File: src/rtl/counter_cfg_pkg.sv
`default_nettype none
// +----------------------------------------------------------------------+
// | Module      : counter_cfg_pkg                                        |
// | Description : Shared states, status codes and register addresses    |
// |               for the counter configuration master.                  |
// | Revision    : 1.0 - initial release                                  |
// +----------------------------------------------------------------------+
package counter_cfg_pkg;

    typedef enum logic [3:0] {
        IDLE    = 4'd0,
        WR_PLR  = 4'd1,
        WR_ULR  = 4'd2,
        WR_LLR  = 4'd3,
        WR_CCR  = 4'd4,
        RD_PLR  = 4'd5,
        RD_ULR  = 4'd6,
        RD_LLR  = 4'd7,
        RD_CCR  = 4'd8,
        START   = 4'd9,
        WAIT_EC = 4'd10,
        REPORT  = 4'd11
    } state_t;

    localparam logic [2:0] STATUS_OK       = 3'd0;
    localparam logic [2:0] STATUS_RANGE    = 3'd1;
    localparam logic [2:0] STATUS_CTR_ERR  = 3'd2;
    localparam logic [2:0] STATUS_TIMEOUT  = 3'd3;
    localparam logic [2:0] STATUS_READBACK = 3'd4;

    localparam logic [1:0] ADDR_PLR = 2'b00;
    localparam logic [1:0] ADDR_ULR = 2'b01;
    localparam logic [1:0] ADDR_LLR = 2'b10;
    localparam logic [1:0] ADDR_CCR = 2'b11;

endpackage
`default_nettype wire

File: src/rtl/cfg_timeout_timer.sv
`default_nettype none
// +----------------------------------------------------------------------+
// | Module      : cfg_timeout_timer                                      |
// | Description : Cycle counter that flags expiry on its TIMEOUT-th      |
// |               enabled cycle after a clear.                           |
// | Revision    : 1.0 - initial release                                  |
// +----------------------------------------------------------------------+
module cfg_timeout_timer #(
    parameter int TW      = 11,
    parameter int TIMEOUT = 1024
) (
    input  logic clk,
    input  logic reset,
    input  logic clear,
    input  logic enable,
    output logic expired
);

    localparam logic [TW-1:0] C_LAST = TW'(TIMEOUT - 1);

    logic [TW-1:0] r_count;

    // Saturates at the last value so a stalled enable can never wrap.
    always_ff @(posedge clk) begin
        if (reset || clear) begin
            r_count <= '0;
        end else if (enable && (r_count != C_LAST)) begin
            r_count <= r_count + 1'b1;
        end
    end

    assign expired = enable && (r_count == C_LAST);

endmodule
`default_nettype wire

File: src/rtl/counter_cfg_master.sv
`default_nettype none
// +----------------------------------------------------------------------+
// | Module      : counter_cfg_master                                     |
// | Description : Range-checks a host config, writes PLR/ULR/LLR/CCR     |
// |               over the counter bus, starts it and reports status.    |
// |               COUNTER_CFG_READBACK_EN adds a verify-by-read pass.    |
// | Revision    : 1.0 - initial release                                  |
// +----------------------------------------------------------------------+
module counter_cfg_master
    import counter_cfg_pkg::*;
#(
    parameter int DW      = 8,
    parameter int TIMEOUT = 1024,
    parameter int TW      = 11
) (
    input  logic          clk,
    input  logic          reset,
    input  logic          cfg_valid,
    output logic          cfg_ready,
    input  logic [DW-1:0] cfg_plr,
    input  logic [DW-1:0] cfg_ulr,
    input  logic [DW-1:0] cfg_llr,
    input  logic [DW-1:0] cfg_ccr,
    output logic [DW-1:0] bus_dout,
    output logic          bus_oe,
    input  logic [DW-1:0] bus_din,
    output logic          ncs,
    output logic          nwr,
    output logic          nrd,
    output logic          a1,
    output logic          a0,
    output logic          start,
    input  logic          ctr_ec,
    input  logic          ctr_err,
    output logic          busy,
    output logic          done,
    output logic [2:0]    status
);

    state_t        r_state;
    state_t        w_state_next;
    logic [DW-1:0] r_plr, r_ulr, r_llr, r_ccr;
    logic [2:0]    r_status, w_status_next;
    logic          r_done;
    logic          w_capture;
    logic          w_ncs, w_nwr, w_nrd, w_oe, w_start, w_timer_en;
    logic [1:0]    w_addr;
    logic [DW-1:0] w_dout;
    logic          w_expired;

    cfg_timeout_timer #(
        .TW      (TW),
        .TIMEOUT (TIMEOUT)
    ) u_timer (
        .clk     (clk),
        .reset   (reset),
        .clear   (r_state != WAIT_EC),
        .enable  (w_timer_en),
        .expired (w_expired)
    );

    always_ff @(posedge clk) begin
        if (reset) begin
            r_state  <= IDLE;
            r_status <= STATUS_OK;
            r_done   <= 1'b0;
            r_plr    <= '0;
            r_ulr    <= '0;
            r_llr    <= '0;
            r_ccr    <= '0;
        end else begin
            r_state  <= w_state_next;
            r_status <= w_status_next;
            r_done   <= (r_state == REPORT);
            if (w_capture) begin
                r_plr <= cfg_plr;
                r_ulr <= cfg_ulr;
                r_llr <= cfg_llr;
                r_ccr <= cfg_ccr;
            end
        end
    end

    always_comb begin
        w_state_next  = r_state;
        w_status_next = r_status;
        w_capture     = 1'b0;
        w_ncs         = 1'b1;
        w_nwr         = 1'b1;
        w_nrd         = 1'b1;
        w_oe          = 1'b0;
        w_addr        = ADDR_PLR;
        w_dout        = '0;
        w_start       = 1'b0;
        w_timer_en    = 1'b0;
        case (r_state)
            IDLE: begin
                if (cfg_valid) begin
                    w_capture = 1'b1;
                    if ((cfg_plr < cfg_llr) || (cfg_plr > cfg_ulr)) begin
                        w_state_next  = REPORT;
                        w_status_next = STATUS_RANGE;
                    end else begin
                        w_state_next  = WR_PLR;
                        w_status_next = STATUS_OK;
                    end
                end
            end
            WR_PLR: begin
                {w_ncs, w_nwr, w_oe} = 3'b001;
                w_addr = ADDR_PLR; w_dout = r_plr; w_state_next = WR_ULR;
            end
            WR_ULR: begin
                {w_ncs, w_nwr, w_oe} = 3'b001;
                w_addr = ADDR_ULR; w_dout = r_ulr; w_state_next = WR_LLR;
            end
            WR_LLR: begin
                {w_ncs, w_nwr, w_oe} = 3'b001;
                w_addr = ADDR_LLR; w_dout = r_llr; w_state_next = WR_CCR;
            end
            WR_CCR: begin
                {w_ncs, w_nwr, w_oe} = 3'b001;
                w_addr = ADDR_CCR; w_dout = r_ccr;
`ifdef COUNTER_CFG_READBACK_EN
                w_state_next = RD_PLR;
`else
                w_state_next = (r_ccr != '0) ? START : REPORT;
`endif
            end
`ifdef COUNTER_CFG_READBACK_EN
            // Any readback mismatch aborts at once, before the counter is started.
            RD_PLR: begin
                {w_ncs, w_nrd} = 2'b00; w_addr = ADDR_PLR;
                if (bus_din != r_plr) begin
                    w_state_next = REPORT; w_status_next = STATUS_READBACK;
                end else w_state_next = RD_ULR;
            end
            RD_ULR: begin
                {w_ncs, w_nrd} = 2'b00; w_addr = ADDR_ULR;
                if (bus_din != r_ulr) begin
                    w_state_next = REPORT; w_status_next = STATUS_READBACK;
                end else w_state_next = RD_LLR;
            end
            RD_LLR: begin
                {w_ncs, w_nrd} = 2'b00; w_addr = ADDR_LLR;
                if (bus_din != r_llr) begin
                    w_state_next = REPORT; w_status_next = STATUS_READBACK;
                end else w_state_next = RD_CCR;
            end
            RD_CCR: begin
                {w_ncs, w_nrd} = 2'b00; w_addr = ADDR_CCR;
                if (bus_din != r_ccr) begin
                    w_state_next = REPORT; w_status_next = STATUS_READBACK;
                end else w_state_next = (r_ccr != '0) ? START : REPORT;
            end
`endif
            START: begin
                w_ncs = 1'b0; w_start = 1'b1; w_state_next = WAIT_EC;
            end
            WAIT_EC: begin
                w_ncs = 1'b0; w_timer_en = 1'b1;
                if (ctr_err) begin
                    w_state_next = REPORT; w_status_next = STATUS_CTR_ERR;
                end else if (ctr_ec) begin
                    w_state_next = REPORT; w_status_next = STATUS_OK;
                end else if (w_expired) begin
                    w_state_next = REPORT; w_status_next = STATUS_TIMEOUT;
                end
            end
            REPORT:  w_state_next = IDLE;
            default: w_state_next = IDLE;
        endcase
    end

`ifndef COUNTER_CFG_READBACK_EN
    logic w_unused;
    assign w_unused = ^bus_din;
`endif

    assign cfg_ready = (r_state == IDLE);
    assign busy      = (r_state != IDLE);
    assign done      = r_done;
    assign status    = r_status;
    assign ncs       = w_ncs;
    assign nwr       = w_nwr;
    assign nrd       = w_nrd;
    assign bus_oe    = w_oe;
    assign bus_dout  = w_dout;
    assign a1        = w_addr[1];
    assign a0        = w_addr[0];
    assign start     = w_start;

endmodule
`default_nettype wire

File: config.mk
export PLATFORM = sky130hd
export DESIGN_NAME = counter_cfg_master
export DESIGN_NICKNAME = d
export VERILOG_FILES = /design/src/rtl/counter_cfg_pkg.sv /design/src/rtl/cfg_timeout_timer.sv /design/src/rtl/counter_cfg_master.sv
export SDC_FILE = /design/constraint.sdc
export NUM_CORES = 1
export LEC_CHECK = 0
export ABC_AREA = 1
export ABC_CLOCK_PERIOD_IN_PS = 1980
export BUFFER_PORTS_ARGS = -buffer_cell sky130_fd_sc_hd__clkbuf_2
export CORE_ASPECT_RATIO = 1.4
export CORE_MARGIN = 2
export CORE_UTILIZATION = 50
export DETAILED_ROUTE_END_ITERATION = 6
export GPL_ROUTABILITY_DRIVEN = 0
export PLACE_DENSITY_LB_ADDON = 0.1
export RECOVER_POWER = 25
export SLEW_MARGIN = 20
export SYNTH_ARGS = -nofsm -noshare
export SYNTH_HDL_FRONTEND = slang
export SYNTH_SLANG_ARGS = --single-unit
File: constraint.sdc
create_clock -name clk -period 1.98 [get_ports clk]
set_clock_uncertainty 0.05 [all_clocks]
set_input_delay 0.396 -clock clk [delete_from_list [all_inputs] [get_ports clk]]
set_output_delay 0.396 -clock clk [all_outputs]
set_load 0.1 [all_outputs]
==> impl_metrics.toml <==
[setup_path]
crit_chain = "buf_4, nor3_4, buf_6, buf_6, a21oi_1, o21ai_2, buf_12"
end_kind = "output port"
cp_common_cell = "buf_6"
arrival_ns = 1.64
cp_slowest_cell = "dfxtp_4"
cp_max_fo = 8
start_kind = "flop"
cp.required_ns = 1.53
cp_slowest_stage_delay_ns = 0.37
worst-path-buf-inv = 4
cpLargestDelayFamily = "buffers and inverters"
criticalPathCategory = "reg -> out"

[logic_synthesis]
ys_top_cells_by_area = "dfxtp_1 (37%), a21oi_1 (9.7%), nand2_1 (9.0%)"
synth_fp_nets = 453
ys_ff_latch = 50
synth_cells = 392
synth_top_cell_area_share_pct = 36.73
synth_common_cells = "nand2_1 (65), inv_1 (63), a21oi_1 (53)"
async_reset_ff_share_pct = 0
synth_enable_flop_cells = 0
post-synth-top-count-cell = "nand2_1"
synthesis.area_um2 = 2725
yosys.cell_types.count = 33
synth_ff_type = "dfxtp_1"
yosysSeqAreaShare_pct = 36.73
avgSynthCellArea_um2 = 6.952
yosys_warnings = 0
synth_area_leader_cell = "dfxtp_1"

[final_layout]
regArea_um2 = 1013
area_growth_pct = 36.27
finalNetCount = 519
fillers = 444
layout-drive-gt1-share_pct = 30.94
antenna_cells = 0
multi_input_comb_area_um2 = 1558
final_core_util_pct = 71.45

[clock_tree]
numCtsBuffers = 5
ctsHoldBuffers = 0
clock_latency_ns = 0.31
root_buffer = "clkbuf_8"
cts_tree = "yes"
htreeDepth = 2
path_clk_slew_ns = 0.10
cts.sinks = 50
clockBufferDepth = 2

[sta]
setup-violations-final = 13
finalMaxSlewViolations = 0
fmax_mhz = 479.6
slew-limit-headroom_pct = 64.40
post-route-min-period_ns = 2.085
hold_violations = 0
setup_ws_ns = -0.1052
timing.final.crit_share_pct = 105.3
tightest_slew_ns = 0.5363
rsz0062_at_grt = "yes"
holdWs_ns = 0.2760

[grt]
grt_use_total_pct = 24.08
grt_max_degree = 57
grt_pass1_vias = 2607
antenna_found_initial = 0
grt_overflow = 0
grt_pass1_wl_um = 11450

[floorplan]
die_x_um = 66.40
fp-row-count = 31
ioPinCount = 66
core-area_um2 = 5197
dieArea_um2 = 6065
initial_utilization_pct = 52.43
fp.dieH_um = 91.35

[drt]
ant_nets = 0
drtIter0Drc = 121
wl_met3_um = 330
vias_per_cell = 5.189
routedWlPerCell_um = 13.16
dr.pass1.iters = 4
top_layer = "met4"
drc = 0
wl_met2_um = 3793
drt-total-wl_um = 6910
wl_met1_um = 2715
via_count = 2724

[power]
seq_power_share_pct = 22.7
clkPwrFrac_pct = 11.8
combinationalPowerShare_pct = 65.5
switchingPower_w = 0.003169
p_leak_nw = 1.672
p_sw_share_pct = 51.62
p_per_area_nw_per_um2 = 1653
power_w = 0.006139
internal_power_w = 0.002970
ir_drop_mv = 0.7289

[placed_design]
port_buffers = 55
hpwl_um = 4880
place_ws_ns = 0.08268

[outcome]
run_status = "finished with violations"
violations = "setup timing"

[min_path]
hold_path.class = "in -> reg"

[job]
drv_cap = 0
## state kept, by name (all words and copies together) (netlist names)
| register | count |
|---|---|
| r_ulr | 8 |
| u_timer.r_count | 11 |
| r_llr | 8 |
| r_ccr | 8 |
| r_state | 4 |
| status | 2 |
| r_plr | 8 |
| done | 1 |
## metal layers
metal | global-route usage [%] | up-vias
met5 | 0 | -
met4 | 6.973 | 0
met3 | 3.965 | 8
met2 | 42.58 | 69
met1 | 29.21 | 1254
li1 | - | 1393
## final cells by class
type	instances	share of cell area, %
well taps	66	2.224
multi-input cells	253	41.95
clock buffers	5	1.853
clock inverters	3	1.078
inverters	75	7.716
repair buffers	73	17.89
flip-flops and latches	50	27.29
## logic make-up (layout without fill, tap and decap cells)
logic type	after synthesis	count (layout)	synth area share (%)
buffers and inverters	90	156	13.36
adder cells (fa/ha/maj)	16	16	7.346
flip-flops	50	50	36.73
XOR/XNOR	1	1	0.3215
other	2	2	0.2756
AO/OA/AOI/OAI	107	107	20.52
AND/OR/NAND/NOR	126	127	21.44
## worst reg2reg max path, delay by kind of cell (launching register included)
kind	cells	cell delay (ns)
AOI/OAI and AO/OA	2	0.37
buffers and inverters	3	0.48
DFF	1	0.38
and+or+nand+nor	3	0.34
## layout by cell type, fill, tap and decap left out, drive strengths merged, types with 2 or more instances in the layout
cell    instances
nor3            7
o22ai           8
dfxtp          50
nor4            2
clkinv          2
o21ai          42
inv            75
clkbuf         47
nand4           2
ha             16
nor3b           2
a21oi          53
nor2           28
nand2          70
nand3          15
buf            31
conb            2
## power groups by stage
stage	combinational (W)	clock, W	sequential (W)
floorplan	0.00245	0	0.00143
global placement	0.00350	0	0.00136
detailed placement	0.00354	0	0.00137
CTS	0.00384	0.000735	0.00138
global route	0.00426	0.000771	0.00142
finish	0.00402	0.000722	0.00139
## stage by stage
stage / setup TNS (ns) / std cells / area (um^2)
after floorplan: -8.297 / 392 / 2770
after global placement: 0 / 505 / 3308
after detailed placement: 0 / 505 / 3308
after CTS: -0.5630 / 522 / 3613
after global routing: -1.868 / 525 / 3714
final: -0.9503 / 525 / 3714
## what timing repair did
item,in CTS,in global routing
pin swaps,2,3
resized for setup,43,20
cloned,1,0
endpoints found under the setup margin,13,16
setup buffers,8,3
## final timing paths
path | cells after the start | slack [ns] | start | end
setup reg to reg | 8 | 0.23 | r_state[1] | r_llr[4]
hold / removal | 3 | 0.28 | cfg_ccr[2] | r_ccr[2]
hold reg to reg | 2 | 0.41 | r_plr[2] | r_plr[2]
setup / recovery | 7 | -0.11 | r_state[3] | bus_dout[4]
No activity file was read; power rests on OpenSTA's default activity.
